===== src/rtl/y86_bus_pkg.sv =====
// Shared types for the two-requester Y86 memory bus arbiter.
// State encoding, requester ids and the default wait budget.
package y86_bus_pkg;

  typedef enum logic [1:0] {
    IDLE   = 2'd0,
    ACCESS = 2'd1,
    RESP   = 2'd2
  } state_t;

  typedef enum logic {
    CORE = 1'b0,
    DBG  = 1'b1
  } rid_t;

  localparam int WAIT_MAX_DEF = 15;

endpackage


===== src/rtl/y86_rr_pick2.sv =====
// Two-way round-robin pick: on a tie the requester
// that did not win last time is chosen.
module y86_rr_pick2
  import y86_bus_pkg::*;
(
  input  logic i_req_c,
  input  logic i_req_d,
  input  rid_t i_last,
  output rid_t o_win,
  output logic o_valid
);

  always_comb begin
    o_valid = i_req_c | i_req_d;
    o_win   = CORE;
    if (i_req_c && i_req_d)
      o_win = (i_last == CORE) ? DBG : CORE;
    else if (i_req_d)
      o_win = DBG;
  end

endmodule


===== src/rtl/y86_bus_arbiter.sv =====
// Shares one memory bus between the core and a debug/DMA port.
// Requests are latched in IDLE, so the bus runs from registers.
module y86_bus_arbiter
  import y86_bus_pkg::*;
#(
  parameter int WAIT_MAX = WAIT_MAX_DEF
) (
  input  logic        clk,
  input  logic        rst,
  input  logic [31:0] c_A,
  input  logic [31:0] c_wdata,
  input  logic        c_RE,
  input  logic        c_WE,
  output logic [31:0] c_rdata,
  output logic        c_ready,
  input  logic [31:0] d_A,
  input  logic [31:0] d_wdata,
  input  logic        d_RE,
  input  logic        d_WE,
  output logic [31:0] d_rdata,
  output logic        d_ready,
  output logic [31:0] bus_A,
  output logic [31:0] bus_out,
  output logic        bus_RE,
  output logic        bus_WE,
  input  logic [31:0] bus_in,
  input  logic        bus_ack,
  output logic        timeout
);

  localparam int CW = $clog2(WAIT_MAX + 1);

  state_t      r_state, w_next;
  rid_t        r_gnt, r_last, w_win;
  logic        w_valid;
  logic [31:0] r_addr, r_wdata;
  logic        r_wr;
  logic [CW-1:0] r_cnt, w_cnt_inc;
  logic        w_expire;
  logic        r_to;
  logic [31:0] r_c_rdata, r_d_rdata;
  logic [31:0] w_rsp;
  logic        w_acc;

  y86_rr_pick2 u_pick (
    .i_req_c (c_RE | c_WE),
    .i_req_d (d_RE | d_WE),
    .i_last  (r_last),
    .o_win   (w_win),
    .o_valid (w_valid)
  );

  assign w_cnt_inc = r_cnt + 1'b1;
  // ack on the final allowed cycle still wins over the abort
  assign w_expire  = !bus_ack && (w_cnt_inc == CW'(WAIT_MAX));
  assign w_rsp     = bus_ack ? bus_in : 32'd0;
  assign w_acc     = (r_state == ACCESS);

  always_ff @(posedge clk) begin
    if (!rst) r_state <= IDLE;
    else      r_state <= w_next;
  end

  always_comb begin
    w_next = r_state;
    unique case (r_state)
      IDLE:    if (w_valid) w_next = ACCESS;
      ACCESS:  if (bus_ack || w_expire) w_next = RESP;
      RESP:    w_next = IDLE;
      default: w_next = IDLE;
    endcase
  end

  always_ff @(posedge clk) begin
    if (!rst) begin
      r_gnt     <= CORE;
      r_last    <= DBG;
      r_addr    <= '0;
      r_wdata   <= '0;
      r_wr      <= 1'b0;
      r_cnt     <= '0;
      r_to      <= 1'b0;
      r_c_rdata <= '0;
      r_d_rdata <= '0;
    end else begin
      unique case (r_state)
        IDLE: begin
          r_to <= 1'b0;
          if (w_valid) begin
            r_gnt   <= w_win;
            r_addr  <= (w_win == CORE) ? c_A : d_A;
            r_wdata <= (w_win == CORE) ? c_wdata : d_wdata;
            r_wr    <= (w_win == CORE) ? c_WE : d_WE;
            r_cnt   <= '0;
          end
        end
        ACCESS: begin
          if (!bus_ack) r_cnt <= w_cnt_inc;
          if (bus_ack || w_expire) begin
            r_to <= !bus_ack;
            if (!r_wr) begin
              if (r_gnt == CORE) r_c_rdata <= w_rsp;
              else               r_d_rdata <= w_rsp;
            end
          end
        end
        RESP: begin
          r_last <= r_gnt;
          r_to   <= 1'b0;
        end
        default: r_to <= 1'b0;
      endcase
    end
  end

  assign bus_A   = w_acc ? r_addr : 32'd0;
  assign bus_out = w_acc ? r_wdata : 32'd0;
  assign bus_RE  = w_acc && !r_wr;
  assign bus_WE  = w_acc && r_wr;

  assign c_ready = (r_state == RESP) && (r_gnt == CORE);
  assign d_ready = (r_state == RESP) && (r_gnt == DBG);
  assign timeout = (r_state == RESP) && r_to;
  assign c_rdata = r_c_rdata;
  assign d_rdata = r_d_rdata;

endmodule


===== config.mk =====
export PLATFORM = sky130hd
export DESIGN_NAME = y86_bus_arbiter
export DESIGN_NICKNAME = d
export VERILOG_FILES = /design/src/rtl/y86_bus_pkg.sv /design/src/rtl/y86_rr_pick2.sv /design/src/rtl/y86_bus_arbiter.sv
export SDC_FILE = /design/constraint.sdc
export NUM_CORES = 1
export LEC_CHECK = 0
export CORE_ASPECT_RATIO = 0.8
export CORE_MARGIN = 5
export CORE_UTILIZATION = 42
export CTS_BUF_LIST = sky130_fd_sc_hd__clkbuf_8
export CTS_CLUSTER_DIAMETER = 50
export DETAILED_ROUTE_END_ITERATION = 8
export PLACE_DENSITY = 0.79
export SLEW_MARGIN = 5
export SYNTH_ARGS = -nofsm -noshare
export SYNTH_HDL_FRONTEND = slang
export SYNTH_SLANG_ARGS = --single-unit

===== constraint.sdc =====
create_clock -name clk -period 3 [get_ports clk]
set_clock_uncertainty 0.2 [all_clocks]
set_input_delay 0.75 -clock clk [delete_from_list [all_inputs] [get_ports clk]]
set_output_delay 0.75 -clock clk [all_outputs]
set_load 0.02 [all_outputs]

== Word-level counts from Yosys, hierarchy flattened ==
Cells that the tools add are included.

* Bits in registers: 138
* Bits of input ports: 167
* Output and inout bits: 133
* Word-level logic and storage cells: 55

* $add $sub $neg: 1
* Equal/unequal tests: 6
* Muxes and demuxes: 15
* Bitwise operators: 5
* Reduce and logical (&&, ||, !) cells: 18

{| class="wikitable"
|+ Operators with widths
! operator !! count
|-
| $mux 32 || 5
|-
| $mux 4 || 2
|-
| $pmux 4 s2 || 1
|-
| $reduce_and 4->1 || 2
|-
| $logic_and 1x1->1 || 7
|-
| $reduce_and 2->1 || 3
|-
| $add 4x1->4 const B || 1
|-
| $eq 4x4->1 const B || 1
|-
| $mux 1 || 4
|-
| $mux 2 || 2
|-
| $ne 2x1->1 const B || 2
|-
| $pmux 2 s2 || 1
|-
| $or 1x1->1 || 3
|-
| $reduce_and 3->1 || 1
|-
| $eq 2x1->1 const B || 1
|-
| $eq 2x2->1 const B || 1
|-
| $logic_not 1->1 || 2
|-
| $logic_not 2->1 || 1
|-
| $ne 2x2->1 const B || 1
|-
| $not 1->1 || 2
|-
| $reduce_bool 2->1 || 1
|-
| $logic_or 1x1->1 || 1
|}

== Longest topological paths before layout ==
* Depth after elaboration: 6
* Mapped depth: 7

== Modules after synthesis ==
A second synthesis with hierarchy kept.

* Cells, all modules: 751
* Area total of the unflattened synthesis: 6477.5 um^2

{| class="wikitable"
|+ Modules (own cells, without submodules)
! module !! times used !! cells an instance !! area an instance (um^2) !! seq. area each (um^2)
|-
| y86_bus_arbiter || 1 || 749 || 6463.7 || 2762.6
|-
| y86_rr_pick2 || 1 || 2 || 13.8 || 0.0
|}

== Worst setup path after synthesis ==
OpenSTA, ideal clock, no wires.

* Path kind: reg-to-output
* Start: register r_state[0]
* End: output bus_A[13]
* Arrival: 1.335 ns
* Required time: 2.050 ns
* Path slack: 0.715 ns
* Stages on the path, launching flop included: 5
* Buffers on the path: 2
* Path through: dfxtp_1 -> nor2b_1 -> clkbuf_1 -> clkbuf_1 -> and2_1

* Longest elaborated chain between the ends: 2

{| class="wikitable"
|+ RTL lines
! what !! RTL line !! RTL
|-
| start, declared || y86_bus_arbiter.sv:33 || <nowiki>state_t r_state, w_next;</nowiki>
|-
| start signal, assigned || y86_bus_arbiter.sv:61 || <nowiki>else r_state <= w_next;</nowiki>
|-
| $eq 2x1->1 || y86_bus_arbiter.sv:57 || <nowiki>assign w_acc = (r_state == ACCESS);</nowiki>
|-
| $mux 32 || y86_bus_arbiter.sv:116 || <nowiki>assign bus_A = w_acc ? r_addr : 32'd0;</nowiki>
|-
| end, declared || y86_bus_arbiter.sv:22 || <nowiki>output logic [31:0] bus_A,</nowiki>
|}

No other way between the ends.

== Worst setup path after layout ==
* Start: register r_state[1]
* End: output d_ready

* Longest elaborated chain between the ends: 2

{| class="wikitable"
|+ RTL lines
! what !! RTL line !! RTL
|-
| $eq 2x2->1 || y86_bus_arbiter.sv:122 || <nowiki>assign d_ready = (r_state == RESP) && (r_gnt == DBG);</nowiki>
|-
| $logic_and 1x1->1 || y86_bus_arbiter.sv:122 ||
|-
| end, declared || y86_bus_arbiter.sv:21 || <nowiki>output logic d_ready,</nowiki>
|}

No other way between the ends.

==> flow_summary.json <==
{
  "status": "completed",
  "initial_utilization_pct": 43.2,
  "clockBufferDepth": 2,
  "synth_cells": 753,
  "first_pass_iters": 5,
  "finalCriticalPeriod_ns": 2.88,
  "avgSynthCellArea_um2": 8.26,
  "grt_usage_pct": 24.1,
  "post_cts_buffers": 0,
  "clk-insertion-delay-late_ns": 0.42,
  "start_kind": "register",
  "hp-class": "reg -> reg",
  "die_h_um": 119,
  "peakVddDrop_mv": 0.259,
  "clkSlewWorstSetupHoldPaths_ns": 0.08,
  "dp_hpwl_mm": 15.7,
  "hold_viol_final": 0,
  "hold_ws_ns": 0.329,
  "cp_slowest_stage_delay_ns": 0.66,
  "slew_headroom_pct": 54.7,
  "synthDistinctLibCells": 34,
  "power_density_mw_per_mm2": 463,
  "max_freq_mhz": 348,
  "cts_num_sinks": 138,
  "worst_setup_path_end_kind": "output pin",
  "slowest_stage": "clkdlybuf4s50_1",
  "grt_pass1_wl_mm": 34.2,
  "vias_per_cell": 5.34,
  "fin_nets": 1195,
  "antenna_found_initial": 0,
  "ys_ff_latch": 138,
  "crit_type": "reg -> out",
  "gp_congestion": 0.819,
  "avgRoutedWirePerCell_um": 17.9,
  "maxCapViolCount": 0,
  "fin_crit_sh_pct": 95.9,
  "crit_required_ns": 2.05,
  "num_io_pins": 300,
  "drt_iter0_drc": 454,
  "post-place-cells": 1191,
  "rsz0062_at_grt": "no",
  "n_antenna_cell": 0,
  "syn_area_mm2": 0.00622,
  "cp_top_family": "buffers and inverters",
  "cp_max_fo": 7,
  "syn_nets": 922,
  "cp.arrival_ns": 1.93,
  "cts-buffers-inserted": 17,
  "grt_pass1_vias": 6087,
  "ant_nets": 0,
  "async_flop_share_pct": 0,
  "cts_max_level": 4,
  "stdcell_count": 1223,
  "dieArea_mm2": 0.0174,
  "die_w_um": 146,
  "worst_pin_slew_ns": 0.676,
  "critPathBufInv": 1,
  "rows": 39,
  "gr-total-overflow": 0,
  "portBuffers": 299,
  "mostFrequentLayoutCells": "clkdlybuf4s50_1, dfxtp_1, o21ai_0",
  "core_mm2": 0.0144,
  "synth_edf_count": 0,
  "p_leak_nw": 4.68,
  "cts-root-buf": "clkbuf_8",
  "wl_mm": 21.9,
  "cts_tree": "done",
  "layout-drive-gt1-share_pct": 6.06,
  "drc": 0,
  "yosysSeqAreaShare_pct": 44.4,
  "slew_viol_final": 0,
  "synth_ff_type": "dfxtp_1",
  "grt_max_degree": 57,
  "setup_viol": 0,
  "syn_to_final_growth_pct": 59.4,
  "yosysWarnings": 0,
  "final_common_cell": "clkdlybuf4s50_1",
  "vias": 6533,
  "crit_chain": "nor2b_1 -> and2_1 -> clkdlybuf4s50_1"
}
==> flip-flops by register name (all words and copies together), names as in the netlist <==
name	count
r_gnt	1
r_wr	1
r_to	1
d_rdata	32
r_wdata	32
r_state	2
r_addr	32
r_cnt	4
c_rdata	32
r_last	1
==> kinds of logic (layout without fill, tap and decap cells) <==
family | count (synthesis) | count (layout) | synth area share, %
adder cells (fa/ha/maj) | 2 | 2 | 0.402
flip-flops | 138 | 138 | 44.4
multiplexers | 64 | 64 | 10.3
buffers and inverters | 72 | 358 | 4.93
AND/OR/NAND/NOR | 198 | 198 | 15.7
AO/OA/AOI/OAI | 279 | 279 | 24.3
==> path summary, 6_finish.rpt <==
check	start	to	slack, ns	cells past startpoint
max	r_state[1]$_SDFFE_PN0P_	d_ready	0.12	3
min	c_rdata[30]$_SDFFE_PN0P_	c_rdata[30]$_SDFFE_PN0P_	0.33	2
max reg2reg	r_cnt[1]$_SDFFE_PN0P_	c_rdata[27]$_SDFFE_PN0P_	0.64	6
min reg2reg	c_rdata[30]$_SDFFE_PN0P_	c_rdata[30]$_SDFFE_PN0P_	0.33	2
==> synthesized netlist by cell type, types with 2 or more instances <==
library cell | number | area [um^2]
nand2b_1 | 2 | 12.5
nor2_1 | 68 | 255
a31oi_1 | 66 | 413
and2_1 | 69 | 432
a41oi_1 | 2 | 17.5
a21boi_0 | 3 | 22.5
o21ai_0 | 134 | 671
dfxtp_1 | 138 | 2760
buf_6 | 3 | 33.8
nor3_1 | 3 | 15.0
buf_1 | 5 | 18.8
nand3_1 | 2 | 10.0
inv_1 | 5 | 18.8
or2_2 | 2 | 12.5
nand2_1 | 40 | 150
buf_2 | 11 | 55.1
mux2i_1 | 64 | 641
clkbuf_1 | 48 | 180
a21oi_1 | 67 | 335
ha_1 | 2 | 25.0
nor2b_1 | 4 | 25.0
or3_1 | 3 | 18.8
==> worst reg2reg max path, stage by stage, from the launching register on <==
cell and delay (ns):
dfxtp_1 0.45, ha_1 0.30, nor2b_1 0.16, a21oi_1 0.10
o21ai_4 0.59, buf_12 0.28, a31oi_1 0.13
==> what timing repair did <==
action,4_1_cts,5_1_grt
hold buffers,0,0
gates resized for setup,35,34
setup endpoints to repair,66,33
gates cloned,0,0
==> where the power goes <==
group / internal [W] / switching, W / leakage, nW / total (W)
clock network: 0.000740 / 0.000760 / 0.196 / 0.00150
logic: 0.000522 / 0.000539 / 3.35 / 0.00106
registers: 0.00197 / 0.0000659 / 1.13 / 0.00203
==> area by class of cell <==
class | instances | area [um^2]
fill | 1181 | 4470
timing repair buffer | 321 | 3330
multi-input combinational | 543 | 3200
sequential | 138 | 2770
clock buffer | 17 | 234
tap | 184 | 230
clock inverter | 15 | 149
inverter | 5 | 18.8
==> metrics by stage <==
step	power, W	utilization (%)	setup slack [ns]	cell area, um^2	setup TNS, ns
finish	0.00459	68.9	0.124	9920	0
global route	0.00481	68.9	0.0475	9920	0
CTS	0.00463	68.3	-0.00909	9830	-0.0129
detailed placement	0.00315	65.9	0.176	9490	0
global placement	0.00313	65.9	0.252	9490	0
floorplan	0.00259	-	0.715	6220	0
==> per-layer routing <==
layer  share of wire [%]  vias up  GRT usage (%)
met1                  43     3034           31.6
met2                  48      242           39.3
met3                 6.5       33           6.53
met5                   0        -              0
met4                 2.1        0           7.11
li1                    -     3224              -
(Power assumes the default switching activity.)
==> variant (same settings) <==
Re-encode `state_t` (3 states) as one-hot, 3 bits wide.
--- a/src/rtl/y86_bus_pkg.sv
+++ b/src/rtl/y86_bus_pkg.sv
@@ -4,6 +4,6 @@
 
-  typedef enum logic [1:0] {
-    IDLE   = 2'd0,
-    ACCESS = 2'd1,
-    RESP   = 2'd2
+  typedef enum logic [2:0] {
+    IDLE   = 3'b001,
+    ACCESS = 3'b010,
+    RESP   = 3'b100
   } state_t;
Function: no difference found for any inputs over 4 cycles, from zero or initial values and one cycle with rst low; so few cycles prove little.
==> variant against the unedited design <==
- sequential cell count increased by 1
- area after synthesis grew 8.3%
- core utilization is 2.9 points lower
- cell area up 4.9%
- first-iteration DRC count down 14%
- wire length up 3.9%
- non-clock buffer count down 1
- clock power is 27% higher
- setup slack worse by 0.014 ns
- power is 11% higher
==> variant: results (changes against the unedited design) <==
outcome=complete, no violations; FF+latch area=2790 um^2 (+0.72%); final HPWL from detailed placement=16200 um (+3.6%); mux share of post-synthesis cell area=0.00148 (-0.101); largest voltage drop on the vdd net=341 uV (+32%); list of most frequent post-synthesis cells=232 x sky130_fd_sc_hd__nand2_1, 139 x sky130_fd_sc_hd__dfxtp_1, 94 x sky130_fd_sc_hd__nand3_1; cells taking the most area after synthesis=sky130_fd_sc_hd__dfxtp_1 41%, sky130_fd_sc_hd__nand2_1 13%, sky130_fd_sc_hd__nand3_1 7.0%; net total in the final layout=1294 (+8.3%); slew at the pin closest to its max-slew limit=0.522 ns (-0.155 ns); Pleak=0.00409 uW (-13%); 1st-iter DRT viols=391 (-14%); post-CTS setup repair buffer count=1 (+1); placer congestion estimate=0.856 (+4.6%); compound-gate portion of the synthesized area=0.232 (-0.0105); Pre-antenna DRT Iters=6 (+1); Routed WL=22800 um (+3.9%); crit-path max cell delay=0.63 ns (-0.03 ns); number of global-route vias before repair=6467 (+6.2%); total number of vias=7080 (+8.4%); Net Switching=1400 uW (+2.4%); placed cell area=9950 um^2 (+4.9%); detail-routed via count per cell=5.23 (-2.0%); wire length of the first global-routing pass=34700 um (+1.5%); global-route total usage across every layer=0.235 (-0.00609); share of synthesized cell area in full adder, half adder and majority cells=0.00371 (-0.000310); number of distinct library cells after synthesis=38 (+12%); part of the Yosys area used for sequential elements=0.413 (-0.0312); H-tree depth=4 (unchanged); Resized cells post-CTS=70 (+100%); largest net degree at the start of global routing=69 (+21%); Post-Synthesis Net Count=1039 (+13%)
==> variant: cell count changes after synthesis, sizes merged, moves of 10 or more <==
cell,unedited run,this run
o211ai,0,30
o21ai,136,75
a21oi,67,2
mux2i,64,1
nand3,2,94
nor2,68,8
o221ai,1,33
clkbuf,48,58
nand2,40,232
==> variant: power groups by stage <==
stage / Clock (uW) / Combinational (uW) / Sequential (uW)
floorplan: 0 / 545 / 2180
global placement: 0 / 1030 / 2210
detailed placement: 0 / 1050 / 2200
CTS: 1940 / 1040 / 2170
global route: 2030 / 1140 / 2190
finish: 1900 / 1040 / 2170
==> variant: final timing paths <==
path | to | startpoint | slack, ns | cells after the start
hold / removal | d_rdata[19] | d_rdata[19] | 0.28 | 2
setup reg to reg | c_rdata[31] | r_state[2] | 0.86 | 6
hold reg to reg | d_rdata[19] | d_rdata[19] | 0.28 | 2
setup / recovery | d_ready | r_state[2] | 0.11 | 3
==> variant: kinds of logic after synthesis <==
| kind of cell | after synthesis |
|---|---|
| mux | 1 |
| fa+ha+maj | 2 |
| simple gates | 426 |
| buf+inv | 88 |
| compound gates | 214 |
| flops | 139 |
==> variant: final cells by class <==
| type | instances | share of cell area |
|---|---|---|
| multi-input combinational | 643 | 0.347 |
| timing repair buffer | 320 | 0.310 |
| sequential | 139 | 0.268 |
| clock buffer | 21 | 0.0278 |
| tap | 215 | 0.0259 |
| clock inverter | 11 | 0.0204 |
| inverter | 4 | 0.00144 |
==> variant: per-layer routing <==
| metal | track usage | vias up | routed length (um) |
|---|---|---|---|
| li1 | - | 3561 | - |
| met1 | 0.292 | 3283 | 9420 |
| met2 | 0.402 | 206 | 11400 |
| met3 | 0.0623 | 30 | 1500 |
| met4 | 0.0673 | 0 | 484 |
| met5 | 0 | - | 0 |
